File: config.mk
export PLATFORM = sky130hd
export DESIGN_NAME = fir_coeff_load_ctrl
export DESIGN_NICKNAME = d
export VERILOG_FILES = /design/src/rtl/fir_pkg.sv /design/src/rtl/fir_tap_counter.sv /design/src/rtl/fir_coeff_load_ctrl.sv
export SDC_FILE = /design/constraint.sdc
export NUM_CORES = 1
export LEC_CHECK = 0
export ABC_AREA = 0
export BUFFER_PORTS_ARGS = -buffer_cell sky130_fd_sc_hd__buf_2
export CAP_MARGIN = 10
export CORE_ASPECT_RATIO = 0.75
export CORE_UTILIZATION = 30
export DETAILED_ROUTE_END_ITERATION = 10
export PLACE_DENSITY = 0.54
export SYNTH_ARGS = -nofsm -noshare
export SYNTH_HDL_FRONTEND = slang
export SYNTH_HIERARCHICAL = 1
export SYNTH_SLANG_ARGS = --single-unit
File: constraint.sdc
create_clock -name iClk_12M -period 2.79 [get_ports iClk_12M]
set_input_delay 0.558 -clock iClk_12M [delete_from_list [all_inputs] [get_ports iClk_12M]]
set_output_delay 0.558 -clock iClk_12M [all_outputs]
set_load 0.1 [all_outputs]
File: src/rtl/fir_pkg.sv
// Shared definitions for the reconfigurable FIR filter coefficient path.
// Holds the coefficient-load sequencer state encoding, the default filter
// geometry and a small state-decode helper used by the sequencer.
package fir_pkg;

  localparam int FIR_NUM_TAPS = 33;
  localparam int FIR_COEFF_W  = 16;
  localparam int FIR_ADDR_W   = 6;

  typedef enum logic [2:0] {
    IDLE     = 3'd0,
    RUN      = 3'd1,
    HOST_WR  = 3'd2,
    READBACK = 3'd3,
    DRAIN    = 3'd4
  } ctrlState_e;

  // The filter is considered busy whenever the coefficient bank is being
  // rewritten or may be inconsistent with SRAM.
  function automatic logic isBusy(input ctrlState_e s);
    return s inside {HOST_WR, READBACK, DRAIN};
  endfunction

endpackage

File: src/rtl/fir_tap_counter.sv
// Loadable up-counter used as the coefficient readback index.
// Ports:
//   clk, rstN  - clock and asynchronous active-low reset
//   load       - load loadVal (takes priority over inc)
//   loadVal    - value loaded on load
//   inc        - advance count by one
//   count      - current tap index
//   termCnt    - high while count == NUM_TAPS-1 (last tap)
module fir_tap_counter
  import fir_pkg::*;
#(
  parameter int NUM_TAPS = FIR_NUM_TAPS,
  parameter int ADDR_W   = FIR_ADDR_W
) (
  input  logic              clk,
  input  logic              rstN,
  input  logic              load,
  input  logic [ADDR_W-1:0] loadVal,
  input  logic              inc,
  output logic [ADDR_W-1:0] count,
  output logic              termCnt
);

  // NOTE: sequential state is always assigned with <= so every flop samples
  // pre-edge values regardless of block ordering.
  always_ff @(posedge clk or negedge rstN) begin
    if (!rstN) begin
      count <= '0;
    end else if (load) begin
      count <= loadVal;
    end else if (inc) begin
      count <= count + 1'b1;
    end
  end

  // The sequencer stops incrementing at the terminal count, so the counter
  // never needs to wrap.
  assign termCnt = (count == ADDR_W'(NUM_TAPS - 1));

endmodule

File: src/rtl/fir_coeff_load_ctrl.sv
// Coefficient load sequencer for the reconfigurable FIR filter.
// Owns the single-port coefficient SRAM. While iCoeffiUpdateFlag is high the
// host port is registered straight onto the SRAM port and the filter is
// frozen; when the flag drops, every tap is read back in order and written
// into the tap-coefficient register bank, then the filter is re-enabled.
// Ports:
//   iClk_12M, iRsn      - clock, asynchronous active-low reset
//   iCoeffiUpdateFlag   - host update window request (level)
//   iCsnRam/iWrnRam/iAddrRam/iWrDtRam - host SRAM access (active-low strobes)
//   iRdDtRam            - SRAM read data, one cycle after the read request
//   oCsnRam/oWrnRam/oAddrRam/oWrDtRam - SRAM port (registered)
//   oCoeffWe/oCoeffIdx/oCoeffDt       - coefficient bank write (registered)
//   oEnAcc              - filter accumulate/shift enable
//   oBusy               - update or readback in progress
//   oDone               - one-cycle pulse on readback completion
module fir_coeff_load_ctrl
  import fir_pkg::*;
#(
  parameter int NUM_TAPS = FIR_NUM_TAPS,
  parameter int DATA_W   = FIR_COEFF_W,
  parameter int ADDR_W   = FIR_ADDR_W
) (
  input  logic              iClk_12M,
  input  logic              iRsn,
  input  logic              iCoeffiUpdateFlag,
  input  logic              iCsnRam,
  input  logic              iWrnRam,
  input  logic [ADDR_W-1:0] iAddrRam,
  input  logic [DATA_W-1:0] iWrDtRam,
  input  logic [DATA_W-1:0] iRdDtRam,
  output logic              oCsnRam,
  output logic              oWrnRam,
  output logic [ADDR_W-1:0] oAddrRam,
  output logic [DATA_W-1:0] oWrDtRam,
  output logic              oCoeffWe,
  output logic [ADDR_W-1:0] oCoeffIdx,
  output logic [DATA_W-1:0] oCoeffDt,
  output logic              oEnAcc,
  output logic              oBusy,
  output logic              oDone
);

  ctrlState_e        state, nextState;
  logic [ADDR_W-1:0] tapIdx;
  logic              tapLast;
  logic              cntLoad, cntInc;
  logic              hostLegal;

  logic              csnNxt, wrnNxt, doneNxt;
  logic [ADDR_W-1:0] addrNxt;
  logic [DATA_W-1:0] wrDtNxt;
  // High in the cycle after a readback read was issued: iRdDtRam then holds
  // the word addressed by oAddrRam.
  logic              rdPend, rdPendNxt;

  fir_tap_counter #(
    .NUM_TAPS(NUM_TAPS),
    .ADDR_W  (ADDR_W)
  ) uTapCounter (
    .clk    (iClk_12M),
    .rstN   (iRsn),
    .load   (cntLoad),
    .loadVal('0),
    .inc    (cntInc),
    .count  (tapIdx),
    .termCnt(tapLast)
  );

  // Host accesses beyond the last tap never reach the SRAM.
  assign hostLegal = ({1'b0, iAddrRam} < (ADDR_W + 1)'(NUM_TAPS));

  always_ff @(posedge iClk_12M or negedge iRsn) begin
    if (!iRsn) begin
      state <= IDLE;
    end else begin
      state <= nextState;
    end
  end

  // NOTE: every signal driven here gets a default before the case so no
  // path can leave it unassigned and infer a latch.
  always_comb begin
    nextState = state;
    csnNxt    = 1'b1;
    wrnNxt    = 1'b1;
    addrNxt   = oAddrRam;
    wrDtNxt   = oWrDtRam;
    rdPendNxt = 1'b0;
    doneNxt   = 1'b0;
    cntLoad   = 1'b0;
    cntInc    = 1'b0;

    unique case (state)
      IDLE, RUN: begin
        if (iCoeffiUpdateFlag) nextState = HOST_WR;
      end
      HOST_WR: begin
        // Port stays idle in the hand-over cycle; the counter restarts at 0.
        if (!iCoeffiUpdateFlag) begin
          nextState = READBACK;
          cntLoad   = 1'b1;
        end
      end
      READBACK: begin
        csnNxt    = 1'b0;
        addrNxt   = tapIdx;
        rdPendNxt = 1'b1;
        cntInc    = 1'b1;
        if (tapLast) nextState = DRAIN;
      end
      DRAIN: begin
        nextState = RUN;
        doneNxt   = 1'b1;
      end
      default: nextState = IDLE;
    endcase

    // Host passthrough for every cycle that ends up in HOST_WR.
    if (nextState == HOST_WR) begin
      addrNxt = iAddrRam;
      wrDtNxt = iWrDtRam;
      if (hostLegal) begin
        csnNxt = iCsnRam;
        wrnNxt = iWrnRam;
      end
    end
  end

  // Outputs are registered alongside the state, so they describe the state
  // being entered at each edge.
  always_ff @(posedge iClk_12M or negedge iRsn) begin
    if (!iRsn) begin
      oCsnRam   <= 1'b1;
      oWrnRam   <= 1'b1;
      oAddrRam  <= '0;
      oWrDtRam  <= '0;
      oCoeffWe  <= 1'b0;
      oCoeffIdx <= '0;
      oCoeffDt  <= '0;
      oEnAcc    <= 1'b0;
      oBusy     <= 1'b0;
      oDone     <= 1'b0;
      rdPend    <= 1'b0;
    end else begin
      oCsnRam  <= csnNxt;
      oWrnRam  <= wrnNxt;
      oAddrRam <= addrNxt;
      oWrDtRam <= wrDtNxt;
      oEnAcc   <= (nextState == RUN);
      oBusy    <= isBusy(nextState);
      oDone    <= doneNxt;
      rdPend   <= rdPendNxt;
      oCoeffWe <= rdPend;
      if (rdPend) begin
        oCoeffIdx <= oAddrRam;
        oCoeffDt  <= iRdDtRam;
      end
    end
  end

endmodule

* Word-level counts from Yosys, hierarchy flattened
Index checks and enable logic that the tools add are counted.
Storage, ports and cells: flip-flop bits (word level) 60, bits of input ports 43, output and inout port bits 50, logic and storage cells 46
Operators by class: $add $sub $neg 1, $lt $le $gt $ge 1, equality and inequality tests 9, mux-type cells 17, reductions and logical operators 5
Operator list (count):
- 6-bit two-way mux | 4
- 3-bit by 2-bit equality test with 1-bit output, second input constant | 4
- 3-bit case mux with 4 select lines | 1
- 1-bit two-way mux | 9
- 3-bit two-way mux | 3
- 6-bit by 1-bit adder with 6-bit output, second input constant | 1
- 3-bit by 1-bit equality test with 1-bit output, second input constant | 2
- 3-bit equality test, second input constant | 2
- 6-bit equality test, second input constant | 1
- 6-bit less-than comparator, second input constant | 1
- 2-bit nonzero test | 2
- 3-bit zero test | 1
- 3-bit nonzero test | 1
- 2-bit OR reduction | 1

* Longest topological paths before layout
Gate-level depths: netlist of run 1.
word-level depth 5, mapped depth 7, gate-level depth less buffers 7

* Modules after synthesis
The synthesis of run 1 kept the hierarchy.
By module, submodules not included:
- fir_coeff_load_ctrl | times used 1, cells each 132, area an instance 2078.2 um^2, sequential area each 1353.8 um^2
- fir_tap_counter | times used 1, cells each 37, area an instance 336.6 um^2, sequential area each 150.1 um^2

* Least setup slack after synthesis of run 1
Ideal clock, no wire load.
path type input to register, start in iAddrRam[3], end reg oWrnRam, library setup time 88 ps, data arrival time 1569 ps, required time 2702 ps, slack 1133 ps, stages 3, path buffers 0, path through or4_1 > o21a_1 > or3_1
On the way: cells in the longest elaborated chain, start to end 3
Ends and longest elaborated chain:
- start, declared | RTL line fir_coeff_load_ctrl.sv:28 | input logic [ADDR_W-1:0] iAddrRam,
- 6-bit less-than comparator | RTL line fir_coeff_load_ctrl.sv:70 | assign hostLegal = ({1'b0, iAddrRam} < (ADDR_W + 1)'(NUM_TAPS));
- 1-bit two-way mux | RTL line fir_coeff_load_ctrl.sv:122 | if (hostLegal) begin
- 1-bit two-way mux | RTL line fir_coeff_load_ctrl.sv:119 | if (nextState == HOST_WR) begin
- via wrnNxt | RTL line fir_coeff_load_ctrl.sv:49 | logic csnNxt, wrnNxt, doneNxt;
- end signal, assigned | RTL line fir_coeff_load_ctrl.sv:146 | oWrnRam <= wrnNxt;
- end, declared | RTL line fir_coeff_load_ctrl.sv:32 | output logic oWrnRam,
The timed path passes the listed nets, and every way through them passes these cells. A chain may end at the register's enable or synchronous reset.

* Worst setup path after layout of run 1
start reg state[2], end reg uTapCounter.count[5]
On the way: cells in the longest elaborated chain, start to end 3, elaborated cells between the ends (all ways) 6, those cells by class eq/ne: 2; mux: 3; reduce/logical: 1
Ends and longest elaborated chain:
- start, declared | RTL line fir_coeff_load_ctrl.sv:43 | ctrlState_e state, nextState;
- start signal, assigned | RTL line fir_coeff_load_ctrl.sv:76 | state <= nextState;
- 3-bit by 2-bit equality test with 1-bit output | RTL line fir_coeff_load_ctrl.sv:93 | unique case (state)
- 1-bit two-way mux | RTL line fir_coeff_load_ctrl.sv:93
- via cntInc | RTL line fir_coeff_load_ctrl.sv:46 | logic cntLoad, cntInc;
- 2-bit nonzero test (no line)
- end signal, assigned | RTL line fir_tap_counter.sv:30 | count <= loadVal;
- end signal, assigned | RTL line fir_tap_counter.sv:32 | count <= count + 1'b1;
- end, declared | RTL line fir_tap_counter.sv:20 | output logic [ADDR_W-1:0] count,
The timed path passes the listed nets, and every way through them passes these cells.

==> impl_metrics.ini, run 1 <==
[job]
maxCapViolCount = 0

[final_layout]
fin_nets = 320
antenna_cells = 0
final_core_util_pct = 43.15
drive_gt1_share_pct = 59.64
final_cells = 381
syn_to_final_growth_pct = 35.23

[floorplan]
io_pins = 93
core_mm2 = 0.007567
rows = 27
die_x_um = 105.6
start_util_pct = 31.91
die-height_um = 79.70
die_area_mm2 = 0.008416

[detailed_routing]
drtIter0Drc = 56
routed_wl_um = 4983
via_per_inst = 4.318
dr_total_vias = 1645
wire_per_inst_um = 13.08
drc_errors = 0
drt_first_pass_iters = 4
ant_nets = 0

[cts]
cts_tree = done
post_cts_resized = 0
cts.htree.levels = 3
cts_sinks = 60
cts-root-buf = clkbuf_8
post_cts_buffers = 0
clock_latency_ps = 340
cts_inserted_buffers = 9
clk_transition_reported_paths_ps = 70
hold_buffers = 0
clockBufferDepth = 2

[min_path]
hp-class = input port to async pin

[grt]
grt_use_total_pct = 13.23
grt_pass1_wl_um = 8252
grt_pass1_vias = 1671
met3_usage_pct = 7.918
grt_overflow = 0
gr-usage-met2_pct = 17.04
grt_max_degree = 35
grt.busiest_layer = met1
antenna_found_initial = 0
use_met1_pct = 18.18

[critical_path]
crit_fanout = 9
critPathRequiredTime_ps = 3050
endpoint_kind = register
critical_path_arrival_ps = 2160
crit_type = register to register
start_kind = register

[sta]
fin_crit_sh_pct = 68.13
grt_setup_unrepaired = false
fmax_mhz = 526.1
tightest_slew_ps = 754.3
min_period_ps = 1901
relSlewSlack_pct = 49.72
slew_violations = 0
tns_ps = 0
hold_viol = 0
setup_viol = 0
whs_ps = 283.2
skew_ps = 6.810

[placed_design]
placed_cells = 365
hpwl_um = 3584
io_buffers = 92
gp_congestion = 0.7394

[synth]
synth.distinct_cells = 30
netlist_area_mm2 = 0.002415
synthMuxAreaShare_pct = 24.15
synth_compound_area_share_pct = 3.264
synth.most_common_cell = dfrtp_1
synth_seq_cells = 60
yosysSeqAreaShare_pct = 62.28
async_flop_share_pct = 100.0
synthTopCellsByArea = dfrtp_1, mux2_2, dfstp_2
synth-edff-count = 0
yosys.area_share.adder_pct = 1.036
synth_top_family_by_area = multiplexers
synth_flop_cell = dfrtp_1
synth_cells = 169
synth_top_area_share_pct = 60.10
synthSimpleGateAreaFrac_pct = 5.440
synth_top_area_cell = dfrtp_1
synth_common_cells = dfrtp_1, mux2_2, nand2_1
synth-xor-area-share_pct = 1.451
syn_area_per_cell_um2 = 14.29
yosys_warnings = 6

[status]
outcome = complete, no violations
## layer usage
layer	vias to the layer above	part of all wire (%)	wire [µm]
li1	797	-	-
met1	761	51	2562
met2	81	36	1787
met3	6	12	581
met4	0	1.0	52
met5	-	0	0
## layout make-up
cell class,instances,area [µm²]
fill,730,4302
sequential,60,1504
multi-input combinational,101,875.8
timing repair buffer,97,498.0
clock buffer,10,127.6
tap,101,126.4
clock inverter,6,111.4
inverter,6,22.52
## path summary, 6_finish.rpt
path | cells after the start | slack, ps | start | endpoint
max | 5 | 890 | state[2]$_DFF_PN0_ | uTapCounter/count[5]$_DFFE_PN0P_
min | 1 | 280 | iRsn | oCoeffDt[4]$_DFFE_PN0P_
max reg2reg | 5 | 890 | state[2]$_DFF_PN0_ | uTapCounter/count[5]$_DFFE_PN0P_
min reg2reg | 1 | 500 | oCoeffDt[13]$_DFFE_PN0P_ | oCoeffDt[13]$_DFFE_PN0P_
max in group asynchronous | 2 | 1760 | iRsn | oCsnRam$_DFF_PN1_
min in group iClk_12M | 2 | 410 | iWrnRam | oWrnRam$_DFF_PN1_
## worst max-delay path, cell delays in order (launching register included)
cell,delay (ps)
dfrtp_1,440
nand3b_2,380
inv_1,280
nand4_2,170
or3_1,370
a31oi_1,180
## metrics by stage
stage / worst slack, ps / cell area [µm²]
floorplan: 1133 / 2434
global placement: 888.4 / 3027
detailed placement: 860.6 / 3027
CTS: 893.6 / 3266
global route: 732.9 / 3266
finish: 889.2 / 3266
## cell usage in the layout, fill, tap and decap left out, types with 2 or more instances in the layout
| cell type | netlist | layout |
|---|---|---|
| o21ai_0 | 6 | 6 |
| or3_1 | 2 | 2 |
| clkbuf_8 | 0 | 9 |
| buf_4 | 0 | 5 |
| dfrtp_1 | 58 | 58 |
| buf_2 | 3 | 92 |
| ha_1 | 2 | 2 |
| o21a_1 | 2 | 2 |
| mux2_2 | 50 | 50 |
| mux2i_1 | 2 | 2 |
| nand2_1 | 9 | 9 |
| xor2_1 | 3 | 3 |
| nor2_1 | 6 | 6 |
| inv_1 | 6 | 6 |
| conb_1 | 1 | 6 |
| dfstp_2 | 2 | 2 |
| bufinv_16 | 0 | 3 |
## sequential cells by signal, summed over array words and instances (netlist names)
register	flops
oAddrRam	6
oBusy	1
oCoeffDt	16
oCoeffIdx	6
oCoeffWe	1
oCsnRam	1
oDone	1
oEnAcc	1
oWrDtRam	16
oWrnRam	1
rdPend	1
state	3
uTapCounter/count	6
## kinds of logic (layout without fill, tap and decap cells)
family,Yosys count,after routing
flops,60,60
mux,52,52
simple gates,25,25
buf+inv,13,119
compound gates,12,12
xor+xnor,4,4
fa+ha+maj,2,2
other cells,1,6
Power of run 1 is left out: the tool's default activity adds up to more than one toggle a clock period on the data nets, which glitch-free logic cannot reach.
==> inputs of run 2 (changes only) <==
- clock period: 2.79 -> 1.9 ns (I/O delays scaled with it)
==> run 2 against run 1 <==
  * Via count increased by 0.43%
  * Final area up 0.54%
  * Clock skew increased by 1.0 ps
  * Flip-flop and latch count is the same
  * Non-clock buffer count is 2 higher
  * Final cell count increased by 0.52%
  * Die area unchanged
  * Critical path depth is 2 higher
  * Global-route usage down 0.45 points
  * Critical path type unchanged
==> impl_metrics.ini, run 2 (same netlist as run 1, synthesis figures left out) <==
[status]
outcome = complete, no violations

[job]
maxCapViolCount = 0

[final_layout]
final_common_cell = buf_2
syn_to_final_growth_pct = 35.96
final_core_util_pct = 43.39
fill_cells = 723
drive_gt1_share_pct = 59.57
final_area_mm2 = 0.003283
mostFrequentLayoutCells = buf_2, dfrtp_1, mux2_2, clkbuf_8, nand2_1
fin_nets = 322
antenna_cells = 0
reg_top3 = oCoeffDt x16, oWrDtRam x16

[grt]
grt_use_total_pct = 12.78
grt_pass1_wl_um = 8059
grt_pass1_vias = 1620
grt.busiest_layer = met1
antenna_found_initial = 0
gr-usage-met2_pct = 16.91
grt_max_degree = 61
use_met1_pct = 17.82
grt_overflow = 0
met3_usage_pct = 5.633

[cts]
post_cts_resized = 0
cts_sinks = 60
post_cts_buffers = 0
cts_tree = done
hold_buffers = 0
cts-root-buf = clkbuf_8
cts_inserted_buffers = 9
clock_latency_ps = 330
clockBufferDepth = 2
clk_transition_reported_paths_ps = 60
cts.htree.levels = 3

[detailed_routing]
drc_errors = 0
wire_per_inst_um = 12.72
dr_total_vias = 1652
drt_first_pass_iters = 4
via_per_inst = 4.313
ant_nets = 0
drtIter0Drc = 65
routed_wl_um = 4873

[sta]
min_period_ps = 1656
setup_viol = 0
fmax_mhz = 604.0
hold_viol = 0
tns_ps = 0
slew_violations = 0
skew_ps = 7.853
grt_setup_unrepaired = false
fin_crit_sh_pct = 87.14
setup_slack_ps = 244.4

[critical_path]
crit_top_cell = inv_1
critical_path_arrival_ps = 1870
crit_fanout = 5
slowest_delay_ps = 440
endpoint_kind = register
crit_chain = inv_1 -> ha_1 -> nand2_1 -> nor4_1 -> inv_1 -> a21o_1 -> a311o_1
crit_type = register to register
start_kind = register
cp_slowest_cell = dfrtp_1
rr_worst_depth = 7
critPathRequiredTime_ps = 2110

[floorplan]
die_x_um = 105.6
die-height_um = 79.70
rows = 27
core_mm2 = 0.007567
start_util_pct = 31.91
io_pins = 93
die_area_mm2 = 0.008416

[min_path]
hp-class = input port to async pin

[placed_design]
place_ws_ps = 276.9
placed_area_mm2 = 0.003067
io_buffers = 92
gp_congestion = 0.7526
hpwl_um = 3373
run 2: cell count changes in the layout (fill, tap and decap cells not counted), sizes merged:
cell and change:
bufinv -2, clkinvlp -1, clkbuf +5, clkinv -1
inv -1, buf +2
run 2: worst paths after layout:
| check | from | end | slack, ps |
|---|---|---|---|
| worst min register to register | oWrDtRam[6]$_DFFE_PN0P_ | oWrDtRam[6]$_DFFE_PN0P_ | 500 |
| min in group iClk_12M | iWrnRam | oWrnRam$_DFF_PN1_ | 240 |
| max in group asynchronous | iRsn | oCsnRam$_DFF_PN1_ | 1520 |
| worst max register to register | uTapCounter/count[0]$_DFFE_PN0P_ | state[0]$_DFF_PN0_ | 240 |
| worst min-delay path | iRsn | oCoeffDt[1]$_DFFE_PN0P_ | 50 |
| worst max-delay path | uTapCounter/count[0]$_DFFE_PN0P_ | state[0]$_DFF_PN0_ | 240 |
run 2: layout make-up:
type	instances	area [µm²]	share of cell area [%]
repair buffers	99	538.0	16.39
flip-flops and latches	60	1504	45.81
multi-input cells	101	875.8	26.68
clock buffers	15	186.4	5.678
clock inverters	1	30.03	0.9146
inverters	6	22.52	0.6860
well taps	101	126.4	3.849
run 2: routing by layer:
| metal | vias to the layer above | wire (µm) |
|---|---|---|
| li1 | 801 | - |
| met1 | 756 | 2469 |
| met2 | 84 | 1829 |
| met3 | 11 | 497 |
| met4 | 0 | 77 |
| met5 | - | 0 |
run 2: critical path, delay by kind of cell (launching register included):
kind	cells	cell delay [ps]
AO/OA/AOI/OAI	2	530
adder cells (fa/ha/maj)	1	140
buffers and inverters	2	210
flip-flops	1	440
AND/OR/NAND/NOR	2	220
run 2: per-stage QoR:
step | instances | hold slack, ps
final | 383 | 48.78
after global routing | 383 | 62.02
after CTS | 383 | 52.80
after detailed placement | 367 | 421.0
after global placement | 367 | 415.9
after floorplan | 174 | 84.41
Power of run 2 is left out for the same reason.
